[src/rtl/alu_instr_decoder_if.sv]
// Instruction-in / decoded-controls-out bundle for alu_instr_decoder.
// The producer of instructions uses the master modport; the decoder uses the slave modport.
interface alu_instr_decoder_if #(
  parameter int unsigned CONTROL_BITS  = 3,
  parameter int unsigned DATA_WIDTH    = 32,
  parameter int unsigned ADDRESS_WIDTH = 5
);
  logic [31:0]              instr;
  logic                     instr_valid;
  logic                     instr_ready;
  logic [DATA_WIDTH-1:0]    ImmOp;
  logic                     ALUSrc;
  logic [CONTROL_BITS-1:0]  ALUControl;
  logic                     RegWrite;
  logic [ADDRESS_WIDTH-1:0] rs1;
  logic [ADDRESS_WIDTH-1:0] rs2;
  logic [ADDRESS_WIDTH-1:0] rd;
  logic                     issue;
  logic                     illegal;
  logic [15:0]              issue_count;
  logic [7:0]               illegal_count;

  modport master (
    output instr, instr_valid,
    input  instr_ready, ImmOp, ALUSrc, ALUControl, RegWrite,
           rs1, rs2, rd, issue, illegal, issue_count, illegal_count
  );

  modport slave (
    input  instr, instr_valid,
    output instr_ready, ImmOp, ALUSrc, ALUControl, RegWrite,
           rs1, rs2, rd, issue, illegal, issue_count, illegal_count
  );
endinterface

[src/rtl/alu_instr_decoder.sv]
// RV32I ALU-subset decoder: accepts one instruction, presents registered controls
// for one ISSUE cycle (issue pulse), then holds the decoded fields until the next accept.
module alu_instr_decoder #(
  parameter int unsigned CONTROL_BITS  = 3,
  parameter int unsigned DATA_WIDTH    = 32,
  parameter int unsigned ADDRESS_WIDTH = 5
) (
  input logic                clk,
  input logic                rst_n,
  alu_instr_decoder_if.slave bus
);

  localparam int unsigned ISSUE_CNT_W = 16;
  localparam int unsigned ILL_CNT_W   = 8;

  localparam logic [0:0] IDLE  = 1'b0;
  localparam logic [0:0] ISSUE = 1'b1;

  localparam logic [6:0] OP_R = 7'b0110011;
  localparam logic [6:0] OP_I = 7'b0010011;

  localparam logic [CONTROL_BITS-1:0] ALU_ADD = CONTROL_BITS'(3'b000);
  localparam logic [CONTROL_BITS-1:0] ALU_SUB = CONTROL_BITS'(3'b001);
  localparam logic [CONTROL_BITS-1:0] ALU_AND = CONTROL_BITS'(3'b010);
  localparam logic [CONTROL_BITS-1:0] ALU_OR  = CONTROL_BITS'(3'b011);
  localparam logic [CONTROL_BITS-1:0] ALU_SLT = CONTROL_BITS'(3'b101);

  logic [0:0]               r_state;
  logic                     r_ready;
  logic                     r_issue;
  logic                     r_illegal;
  logic                     r_reg_write;
  logic [DATA_WIDTH-1:0]    r_imm;
  logic                     r_alu_src;
  logic [CONTROL_BITS-1:0]  r_alu_ctrl;
  logic [ADDRESS_WIDTH-1:0] r_rs1;
  logic [ADDRESS_WIDTH-1:0] r_rs2;
  logic [ADDRESS_WIDTH-1:0] r_rd;
  logic [ISSUE_CNT_W-1:0]   r_issue_cnt;
  logic [ILL_CNT_W-1:0]     r_ill_cnt;

  logic                     w_legal;
  logic [DATA_WIDTH-1:0]    w_imm;
  logic                     w_alu_src;
  logic [CONTROL_BITS-1:0]  w_alu_ctrl;
  logic [ADDRESS_WIDTH-1:0] w_rs1;
  logic [ADDRESS_WIDTH-1:0] w_rs2;
  logic [ADDRESS_WIDTH-1:0] w_rd;

  logic [0:0]               w_next_state;
  logic                     w_next_ready;
  logic                     w_next_issue;
  logic                     w_next_illegal;
  logic                     w_next_reg_write;
  logic [DATA_WIDTH-1:0]    w_next_imm;
  logic                     w_next_alu_src;
  logic [CONTROL_BITS-1:0]  w_next_alu_ctrl;
  logic [ADDRESS_WIDTH-1:0] w_next_rs1;
  logic [ADDRESS_WIDTH-1:0] w_next_rs2;
  logic [ADDRESS_WIDTH-1:0] w_next_rd;
  logic [ISSUE_CNT_W-1:0]   w_next_issue_cnt;
  logic [ILL_CNT_W-1:0]     w_next_ill_cnt;

  // Pure decode of the incoming word; unsupported encodings fall through to the zeroed defaults.
  always_comb begin
    w_legal    = 1'b0;
    w_imm      = '0;
    w_alu_src  = 1'b0;
    w_alu_ctrl = ALU_ADD;
    w_rs1      = ADDRESS_WIDTH'(bus.instr[19:15]);
    w_rs2      = ADDRESS_WIDTH'(bus.instr[24:20]);
    w_rd       = ADDRESS_WIDTH'(bus.instr[11:7]);
    case (bus.instr[6:0])
      OP_R: begin
        case ({bus.instr[31:25], bus.instr[14:12]})
          10'b0000000_000: begin w_legal = 1'b1; w_alu_ctrl = ALU_ADD; end
          10'b0100000_000: begin w_legal = 1'b1; w_alu_ctrl = ALU_SUB; end
          10'b0000000_010: begin w_legal = 1'b1; w_alu_ctrl = ALU_SLT; end
          10'b0000000_110: begin w_legal = 1'b1; w_alu_ctrl = ALU_OR;  end
          10'b0000000_111: begin w_legal = 1'b1; w_alu_ctrl = ALU_AND; end
          default: ;
        endcase
      end
      OP_I: begin
        case (bus.instr[14:12])
          3'b000: begin w_legal = 1'b1; w_alu_ctrl = ALU_ADD; end
          3'b010: begin w_legal = 1'b1; w_alu_ctrl = ALU_SLT; end
          3'b110: begin w_legal = 1'b1; w_alu_ctrl = ALU_OR;  end
          3'b111: begin w_legal = 1'b1; w_alu_ctrl = ALU_AND; end
          default: ;
        endcase
        if (w_legal) begin
          w_alu_src = 1'b1;
          w_imm     = DATA_WIDTH'($signed(bus.instr[31:20]));
          w_rs2     = '0;
        end
      end
      default: ;
    endcase
  end

  // Next-state and registered-output logic; decoded fields only change on acceptance.
  always_comb begin
    w_next_state     = r_state;
    w_next_ready     = 1'b1;
    w_next_issue     = 1'b0;
    w_next_illegal   = 1'b0;
    w_next_reg_write = 1'b0;
    w_next_imm       = r_imm;
    w_next_alu_src   = r_alu_src;
    w_next_alu_ctrl  = r_alu_ctrl;
    w_next_rs1       = r_rs1;
    w_next_rs2       = r_rs2;
    w_next_rd        = r_rd;
    w_next_issue_cnt = r_issue_cnt;
    w_next_ill_cnt   = r_ill_cnt;
    case (r_state)
      IDLE: begin
        if (bus.instr_valid) begin
          w_next_state     = ISSUE;
          w_next_ready     = 1'b0;
          w_next_issue     = 1'b1;
          w_next_illegal   = ~w_legal;
          w_next_reg_write = w_legal && (w_rd != '0);
          w_next_imm       = w_imm;
          w_next_alu_src   = w_alu_src;
          w_next_alu_ctrl  = w_alu_ctrl;
          w_next_rs1       = w_rs1;
          w_next_rs2       = w_rs2;
          w_next_rd        = w_rd;
          w_next_issue_cnt = r_issue_cnt + ISSUE_CNT_W'(1);
          if (!w_legal && (r_ill_cnt != {ILL_CNT_W{1'b1}})) begin
            w_next_ill_cnt = r_ill_cnt + ILL_CNT_W'(1);
          end
        end
      end
      ISSUE:   w_next_state = IDLE;
      default: w_next_state = IDLE;
    endcase
  end

  always_ff @(posedge clk or negedge rst_n) begin
    if (!rst_n) begin
      r_state     <= IDLE;
      r_ready     <= 1'b1;
      r_issue     <= 1'b0;
      r_illegal   <= 1'b0;
      r_reg_write <= 1'b0;
      r_imm       <= '0;
      r_alu_src   <= 1'b0;
      r_alu_ctrl  <= '0;
      r_rs1       <= '0;
      r_rs2       <= '0;
      r_rd        <= '0;
      r_issue_cnt <= '0;
      r_ill_cnt   <= '0;
    end else begin
      r_state     <= w_next_state;
      r_ready     <= w_next_ready;
      r_issue     <= w_next_issue;
      r_illegal   <= w_next_illegal;
      r_reg_write <= w_next_reg_write;
      r_imm       <= w_next_imm;
      r_alu_src   <= w_next_alu_src;
      r_alu_ctrl  <= w_next_alu_ctrl;
      r_rs1       <= w_next_rs1;
      r_rs2       <= w_next_rs2;
      r_rd        <= w_next_rd;
      r_issue_cnt <= w_next_issue_cnt;
      r_ill_cnt   <= w_next_ill_cnt;
    end
  end

  assign bus.instr_ready   = r_ready;
  assign bus.issue         = r_issue;
  assign bus.illegal       = r_illegal;
  assign bus.RegWrite      = r_reg_write;
  assign bus.ImmOp         = r_imm;
  assign bus.ALUSrc        = r_alu_src;
  assign bus.ALUControl    = r_alu_ctrl;
  assign bus.rs1           = r_rs1;
  assign bus.rs2           = r_rs2;
  assign bus.rd            = r_rd;
  assign bus.issue_count   = r_issue_cnt;
  assign bus.illegal_count = r_ill_cnt;

endmodule

[src/flat_wrapper.sv]
// flat-port wrapper written by rule: the top's interface ports become plain ports
module alu_instr_decoder_flat 
#(
  parameter int unsigned CONTROL_BITS  = 3,
  parameter int unsigned DATA_WIDTH    = 32,
  parameter int unsigned ADDRESS_WIDTH = 5
)
  (clk, rst_n, bus_instr, bus_instr_valid, bus_instr_ready, bus_ImmOp, bus_ALUSrc, bus_ALUControl, bus_RegWrite, bus_rs1, bus_rs2, bus_rd, bus_issue, bus_illegal, bus_issue_count, bus_illegal_count);
  alu_instr_decoder_if #(.CONTROL_BITS(CONTROL_BITS), .DATA_WIDTH(DATA_WIDTH), .ADDRESS_WIDTH(ADDRESS_WIDTH)) bus_i ();
  input logic clk;
  input logic rst_n;
  input wire logic [$bits(bus_i.instr)-1:0] bus_instr;
  input wire logic [$bits(bus_i.instr_valid)-1:0] bus_instr_valid;
  output wire logic [$bits(bus_i.instr_ready)-1:0] bus_instr_ready;
  output wire logic [$bits(bus_i.ImmOp)-1:0] bus_ImmOp;
  output wire logic [$bits(bus_i.ALUSrc)-1:0] bus_ALUSrc;
  output wire logic [$bits(bus_i.ALUControl)-1:0] bus_ALUControl;
  output wire logic [$bits(bus_i.RegWrite)-1:0] bus_RegWrite;
  output wire logic [$bits(bus_i.rs1)-1:0] bus_rs1;
  output wire logic [$bits(bus_i.rs2)-1:0] bus_rs2;
  output wire logic [$bits(bus_i.rd)-1:0] bus_rd;
  output wire logic [$bits(bus_i.issue)-1:0] bus_issue;
  output wire logic [$bits(bus_i.illegal)-1:0] bus_illegal;
  output wire logic [$bits(bus_i.issue_count)-1:0] bus_issue_count;
  output wire logic [$bits(bus_i.illegal_count)-1:0] bus_illegal_count;
  assign bus_i.instr = bus_instr;
  assign bus_i.instr_valid = bus_instr_valid;
  assign bus_instr_ready = bus_i.instr_ready;
  assign bus_ImmOp = bus_i.ImmOp;
  assign bus_ALUSrc = bus_i.ALUSrc;
  assign bus_ALUControl = bus_i.ALUControl;
  assign bus_RegWrite = bus_i.RegWrite;
  assign bus_rs1 = bus_i.rs1;
  assign bus_rs2 = bus_i.rs2;
  assign bus_rd = bus_i.rd;
  assign bus_issue = bus_i.issue;
  assign bus_illegal = bus_i.illegal;
  assign bus_issue_count = bus_i.issue_count;
  assign bus_illegal_count = bus_i.illegal_count;
  alu_instr_decoder #(.CONTROL_BITS(CONTROL_BITS), .DATA_WIDTH(DATA_WIDTH), .ADDRESS_WIDTH(ADDRESS_WIDTH)) u_core (.clk(clk), .rst_n(rst_n), .bus(bus_i));
endmodule
[config.mk]
export PLATFORM = sky130hd
export DESIGN_NAME = alu_instr_decoder_flat
export DESIGN_NICKNAME = d
export VERILOG_FILES = /design/src/rtl/alu_instr_decoder_if.sv /design/src/rtl/alu_instr_decoder.sv /design/src/flat_wrapper.sv
export SDC_FILE = /design/constraint.sdc
export NUM_CORES = 1
export LEC_CHECK = 0
export CAP_MARGIN = 20
export CORE_MARGIN = 3
export CORE_UTILIZATION = 42
export CTS_CLUSTER_SIZE = 8
export DETAILED_ROUTE_END_ITERATION = 12
export PLACE_DENSITY = 0.8
export SLEW_MARGIN = 10
export SYNTH_ARGS = -nofsm -noshare
export SYNTH_HDL_FRONTEND = slang
export SYNTH_SLANG_ARGS = --single-unit
[constraint.sdc]
create_clock -name clk -period 1.8 [get_ports clk]
set_input_delay 0.36 -clock clk [delete_from_list [all_inputs] [get_ports clk]]
set_output_delay 0.36 -clock clk [all_outputs]
set_load 0.03 [all_outputs]
==> impl_metrics.tcl, run 1 <==
set metrics [dict create \
    gp_congestion 0.849 \
    row_count 28 \
    syn_avg_cell_area_um2 10.0 \
    fp.dieH_um 85.3 \
    p_per_area_mw_per_mm2 1000 \
    worstSetupPathType "flip-flop to primary output" \
    worstRegToRegCells 7 \
    dp_hpwl_um 5050 \
    cp-end-kind "primary output" \
    grt_usage_pct 19.6 \
    dieArea_mm2 0.00727 \
    yosysWarningCount 0 \
    yosysTopAreaCell "dfrtp_1" \
    clk_pin_slew_ns 0.07 \
    num_vias 2290 \
    cts_tree "done" \
    cp_num_cells 1 \
    cts-root-buf "clkbuf_8" \
    hold_path_depth 3 \
    critPathSlowestCell "clkdlybuf4s50_1" \
    worstPathArrival_ns 1.38 \
    synthTopCellsByArea "dfrtp_1 (55%), nand2_1 (11%), buf_4 (5.7%)" \
    period_needed_ns 1.74 \
    io_buffers 113 \
    antenna_left 0 \
    crit_path_cell_trace "clkdlybuf4s50_1" \
    tns_ns 0 \
    dieWidth_um 85.3 \
    grt_pass1_vias 2313 \
    drive_above_1_share_pct 14.3 \
    fmax_mhz 574 \
    fin_nets 423 \
    path_buf_inv 1 \
    htree_levels 3 \
    grt_remaining_overflow 0 \
    syn-num-nets 301 \
    grt_max_degree 35 \
    clock-sinks 59 \
    num_io_pins 114 \
    maxCapViolCount 0 \
    hold_viol_final 0 \
    min_path_type "input port to flip-flop" \
    fill_cells 475 \
    synthToLayoutAreaGrowth_pct 56.0 \
    maxSlewViolCount 0 \
    cp_top_family "buffers and inverters" \
    grt_pass1_wl_um 11300 \
    max_slew_margin_pct 70.5 \
    peakVddDrop_uv 611 \
    clk_path_buf_depth 2 \
    worst_slack_ns 0.0573 \
    antenna_found_initial 0 \
    start_kind "flip-flop" \
    ys_seq_elements 59 \
    layout_worst_path_cycle_share_pct 96.8 \
    clock_latency_ns 0.33 \
    fin_skew_ns 0.00412 \
    numCtsBuffers 9 \
    tightest_slew_ns 0.438 \
    routedWlPerCell_um 14.5 \
    cp_max_fo 2 \
    dp_slack_ns -0.460 \
    synth_top_area_share_pct 55.0 \
    crit_required_ns 1.44 \
    initial_core_util_pct 44.0 \
    vias_per_cell 4.91 \
    power.leakage_nw 2.14 \
    setup_viol 0 \
    drt_iter0_markers 136 \
    syn_area_mm2 0.00264 \
    rsz0062_at_grt "no" \
    antenna_cells 0 \
    yosysSeqAreaShare_pct 56.0 \
    drcViolationCount 0 \
    outcome "finished clean" \
    max_stage_delay_ns 0.68 \
    synth_cells 264 \
    ys_types 36 \
    routed_wl_um 6750 \
    core_area_mm2 0.00599 \
    first_pass_iters 4 \
]
-- power breakdown --
part / internal [mW] / total (mW) / switching (mW) / leakage (nW)
Combinational: 0.496 / 1.17 / 0.670 / 1.26
Sequential: 1.51 / 1.70 / 0.197 / 0.773
Clock: 0.747 / 1.25 / 0.501 / 0.108
Total: 2.75 / 4.12 / 1.37 / 2.14
-- cells in the mapped netlist --
master,count
nor4b_1,1
nor3_1,4
xor2_1,5
ha_1,2
o31ai_2,1
o21ai_0,19
o21ai_2,1
mux2_1,1
xnor2_1,14
or4_1,1
nor2_1,8
nand4_1,7
o21ai_1,2
a22o_1,1
dfstp_2,1
inv_1,1
and4_1,2
buf_1,1
a21oi_1,1
and3_4,1
buf_4,20
mux2_4,2
nand3_1,10
nor3_2,1
o41ai_1,1
and3_1,6
a41oi_1,2
and2_1,2
or4_4,1
nand2b_1,3
nand2_1,74
clkbuf_1,7
dfrtp_1,58
a211o_1,1
nor2b_1,1
or2_1,1
-- kinds of logic (layout without fill, tap and decap cells) --
logic type | after synthesis | in the layout | share of synthesized area, %
compound gates | 29 | 29 | 6.64
xor+xnor | 19 | 19 | 6.31
fa+ha+maj | 2 | 2 | 0.948
buf+inv | 29 | 156 | 6.97
flops | 59 | 59 | 56.0
mux | 3 | 3 | 1.56
simple gates | 123 | 123 | 21.6
-- state kept, by name (all words and copies together), names as in the netlist, 3 cells and up --
register	flops
u_core.bus.rs1	5
u_core.bus.rd	5
u_core.bus.issue_count	16
u_core.bus.rs2	5
u_core.bus.ImmOp	12
u_core.bus.illegal_count	8
u_core.bus.ALUControl	3
-- cell type report --
| class | instances | area [um^2] | area share, % |
|---|---|---|---|
| flip-flops and latches | 59 | 1480 | 35.9 |
| repair buffers | 139 | 1320 | 32.0 |
| multi-input cells | 176 | 1010 | 24.6 |
| clock buffers | 12 | 165 | 4.01 |
| well taps | 75 | 93.8 | 2.28 |
| clock inverters | 4 | 47.5 | 1.16 |
| inverters | 1 | 3.75 | 0.0912 |
-- final timing paths --
path	slack (ns)	from	endpoint
min in group asynchronous	0.49	rst_n	u_core.bus.issue_count[15]
setup / recovery	0.06	u_core.bus.rs2[0]	bus_rs2[0]
setup reg to reg	0.15	u_core.bus.issue	u_core.bus.issue_count[10]
hold reg to reg	0.47	u_core.bus.issue_count[15]	u_core.bus.issue_count[15]
hold / removal	0.33	bus_instr[29]	u_core.bus.ImmOp[9]
max in group asynchronous	0.80	rst_n	u_core.bus.ImmOp[10]
-- per-stage QoR --
| step | hold WS, ns | instances | utilization (%) | power [mW] | area (um^2) |
|---|---|---|---|---|---|
| CTS | 0.417 | 465 | 67.6 | 4.15 | 4050 |
| floorplan | 0.0644 | 264 | - | 2.34 | 2640 |
| detailed placement | 0.302 | 448 | 64.7 | 2.96 | 3870 |
| global route | 0.337 | 466 | 68.7 | 4.33 | 4120 |
| global placement | 0.296 | 448 | 64.7 | 2.94 | 3870 |
| finish | 0.330 | 466 | 68.7 | 4.12 | 4120 |
-- metal layers --
layer	wire (um)	vias up	global-route usage [%]	share of wire [%]
met2	3290	77	31.9	49
met4	88	0	5.61	1.3
met5	0	-	0	0
li1	-	1109	-	-
met1	2870	1095	24.4	43
met3	493	9	7.28	7.3
-- timing repair --
item                                    in CTS  in global routing
hold buffers                                 1                  0
pin swaps                                    2                  5
setup buffers                                0                  1
hold endpoints to repair                    13                  0
endpoints found under the setup margin      48                 25
gates resized for setup                     39                 20
-- cells in the final DEF, fill, tap and decap left out, drive strengths merged, types with 7 or more instances in the layout --
master,count
nand2,74
clkbuf,12
buf,26
dlygate4sd2,38
dfrtp,58
xnor2,14
nand3,10
o21ai,22
dlymetal6s2s,11
clkdlybuf4s50,63
and3,7
nor2,8
nand4,7
Power figures use the tool's default switching activity.
==> run 2: changes to the inputs <==
--- a/config.mk
+++ b/config.mk
@@ -6,10 +6,11 @@
 export NUM_CORES = 1
 export LEC_CHECK = 0
 export CAP_MARGIN = 20
-export CORE_MARGIN = 3
+export CORE_MARGIN = 1.5
 export CORE_UTILIZATION = 42
 export CTS_CLUSTER_SIZE = 8
 export DETAILED_ROUTE_END_ITERATION = 12
+export MAX_ROUTING_LAYER = met4
 export PLACE_DENSITY = 0.8
 export SLEW_MARGIN = 10
 export SYNTH_ARGS = -nofsm -noshare
==> impl_metrics.tcl, run 2 (synthesis gave the netlist of run 1 again) <==
set metrics [dict create \
    outcome "finished clean" \
    setup_viol 0 \
    path_buf_inv 1 \
    grt_pass1_wl_um 10800 \
    drt_iter0_markers 106 \
    critPathSlowestCell "clkdlybuf4s50_1" \
    numCtsBuffers 9 \
    num_io_pins 114 \
    dp_hpwl_um 5140 \
    grt_usage_pct 22.1 \
    crit_required_ns 1.44 \
    hold_viol_final 0 \
    fill_cells 495 \
    routedWlPerCell_um 14.8 \
    drcViolationCount 0 \
    tightest_slew_ns 0.375 \
    clk_path_buf_depth 2 \
    max_stage_delay_ns 0.68 \
    mostFrequentLayoutCells "nand2_1 (74), clkdlybuf4s50_1 (63), dfrtp_1 (58)" \
    first_pass_iters 4 \
    fp.dieH_um 82.3 \
    start_kind "flip-flop" \
    cp_max_fo 2 \
    power.leakage_nw 2.12 \
    min_path_type "input port to flip-flop" \
    multi_input_area_mm2 0.00102 \
    p_per_area_mw_per_mm2 955 \
    routed_wl_um 6900 \
    final_common_cell "nand2_1" \
    worstSetupPathType "flip-flop to primary output" \
    grt_max_degree 35 \
    finalPower_mw 3.89 \
    fin_skew_ns 0.00807 \
    clk_pin_slew_ns 0.07 \
    maxSlewViolCount 0 \
    layout_worst_path_cycle_share_pct 96.2 \
    seqCellArea_mm2 0.00148 \
    fin_nets 422 \
    num_vias 2305 \
    htree_levels 3 \
    grt_remaining_overflow 0 \
    worstPathArrival_ns 1.37 \
    dieArea_mm2 0.00677 \
    grt_pass1_vias 2272 \
    crit_path_cell_trace "clkdlybuf4s50_1" \
    utilization_pct 68.0 \
    gp_congestion 0.801 \
    row_count 28 \
    dp.cells 448 \
    vias_per_cell 4.96 \
    peakVddDrop_uv 670 \
    max_slew_margin_pct 74.7 \
    initial_core_util_pct 44.0 \
    core_area_mm2 0.00599 \
    cts_setup_buffers 0 \
    rsz0062_at_grt "no" \
    cp_top_family "buffers and inverters" \
    period_needed_ns 1.73 \
    cts_tree "done" \
    cts-root-buf "clkbuf_8" \
    fmax_mhz 577 \
    io_buffers 113 \
    antenna_left 0 \
    antenna_cells 0 \
    maxCapViolCount 0 \
    synthToLayoutAreaGrowth_pct 54.3 \
    cp-end-kind "primary output" \
    fin_cells 465 \
    drive_above_1_share_pct 13.8 \
    dieWidth_um 82.3 \
    clock_latency_ns 0.33 \
    antenna_found_initial 0 \
    largest_reg_flops 16 \
    clock-sinks 59 \
]
[run 2: path summary, 6_finish.rpt]
| kind | start | end | slack (ns) | depth (start not counted) |
|---|---|---|---|---|
| min in group asynchronous | rst_n | u_core.bus.issue_count[12] | 0.40 | 2 |
| setup / recovery | u_core.bus.rd[3] | bus_rd[3] | 0.07 | 1 |
| hold / removal | bus_instr[29] | u_core.bus.ImmOp[9] | 0.35 | 3 |
| hold reg to reg | u_core.bus.ImmOp[5] | u_core.bus.ImmOp[5] | 0.48 | 2 |
| max in group asynchronous | rst_n | u_core.bus.instr_ready | 0.91 | 3 |
| setup reg to reg | u_core.bus.issue | u_core.bus.illegal_count[5] | 0.19 | 6 |
[run 2: final cells by class]
class | instances | area share [%]
flip-flops and latches | 59 | 36.3
multi-input cells | 176 | 24.9
repair buffers | 138 | 32.4
well taps | 75 | 2.30
clock buffers | 13 | 3.66
inverters | 1 | 0.0922
clock inverters | 3 | 0.369
[run 2: repair_timing]
item | CTS | global route
gates resized for setup | 42 | 15
hold endpoints to repair | 4 | 0
hold buffers | 1 | 0
cloned | 0 | 0
pin swaps | 2 | 4
endpoints found under the setup margin | 60 | 31
[run 2: report_power, final]
part | internal (mW) | total [mW] | switching (mW)
Clock | 0.531 | 1.02 | 0.491
Sequential | 1.51 | 1.71 | 0.204
Combinational | 0.486 | 1.16 | 0.671
[run 2: routing by layer]
metal | track usage, % | up-vias | part of all wire [%]
li1 | - | 1106 | -
met1 | 28.3 | 1114 | 44
met2 | 34.3 | 74 | 49
met3 | 3.74 | 11 | 4.4
met4 | 10.2 | 0 | 2.0
met5 | - | - | 0
[run 2: stage by stage]
stage | hold WS [ns] | worst slack (ns) | setup TNS [ns] | cell area, um^2
after global routing | 0.366 | 0.0187 | 0 | 4070
final | 0.350 | 0.0680 | 0 | 4070
after CTS | 0.399 | 0.00597 | 0 | 4020
after detailed placement | 0.209 | -0.458 | -11.99 | 3890
after floorplan | 0.0644 | 0.0531 | 0 | 2640
after global placement | 0.204 | -0.424 | -9.08 | 3890
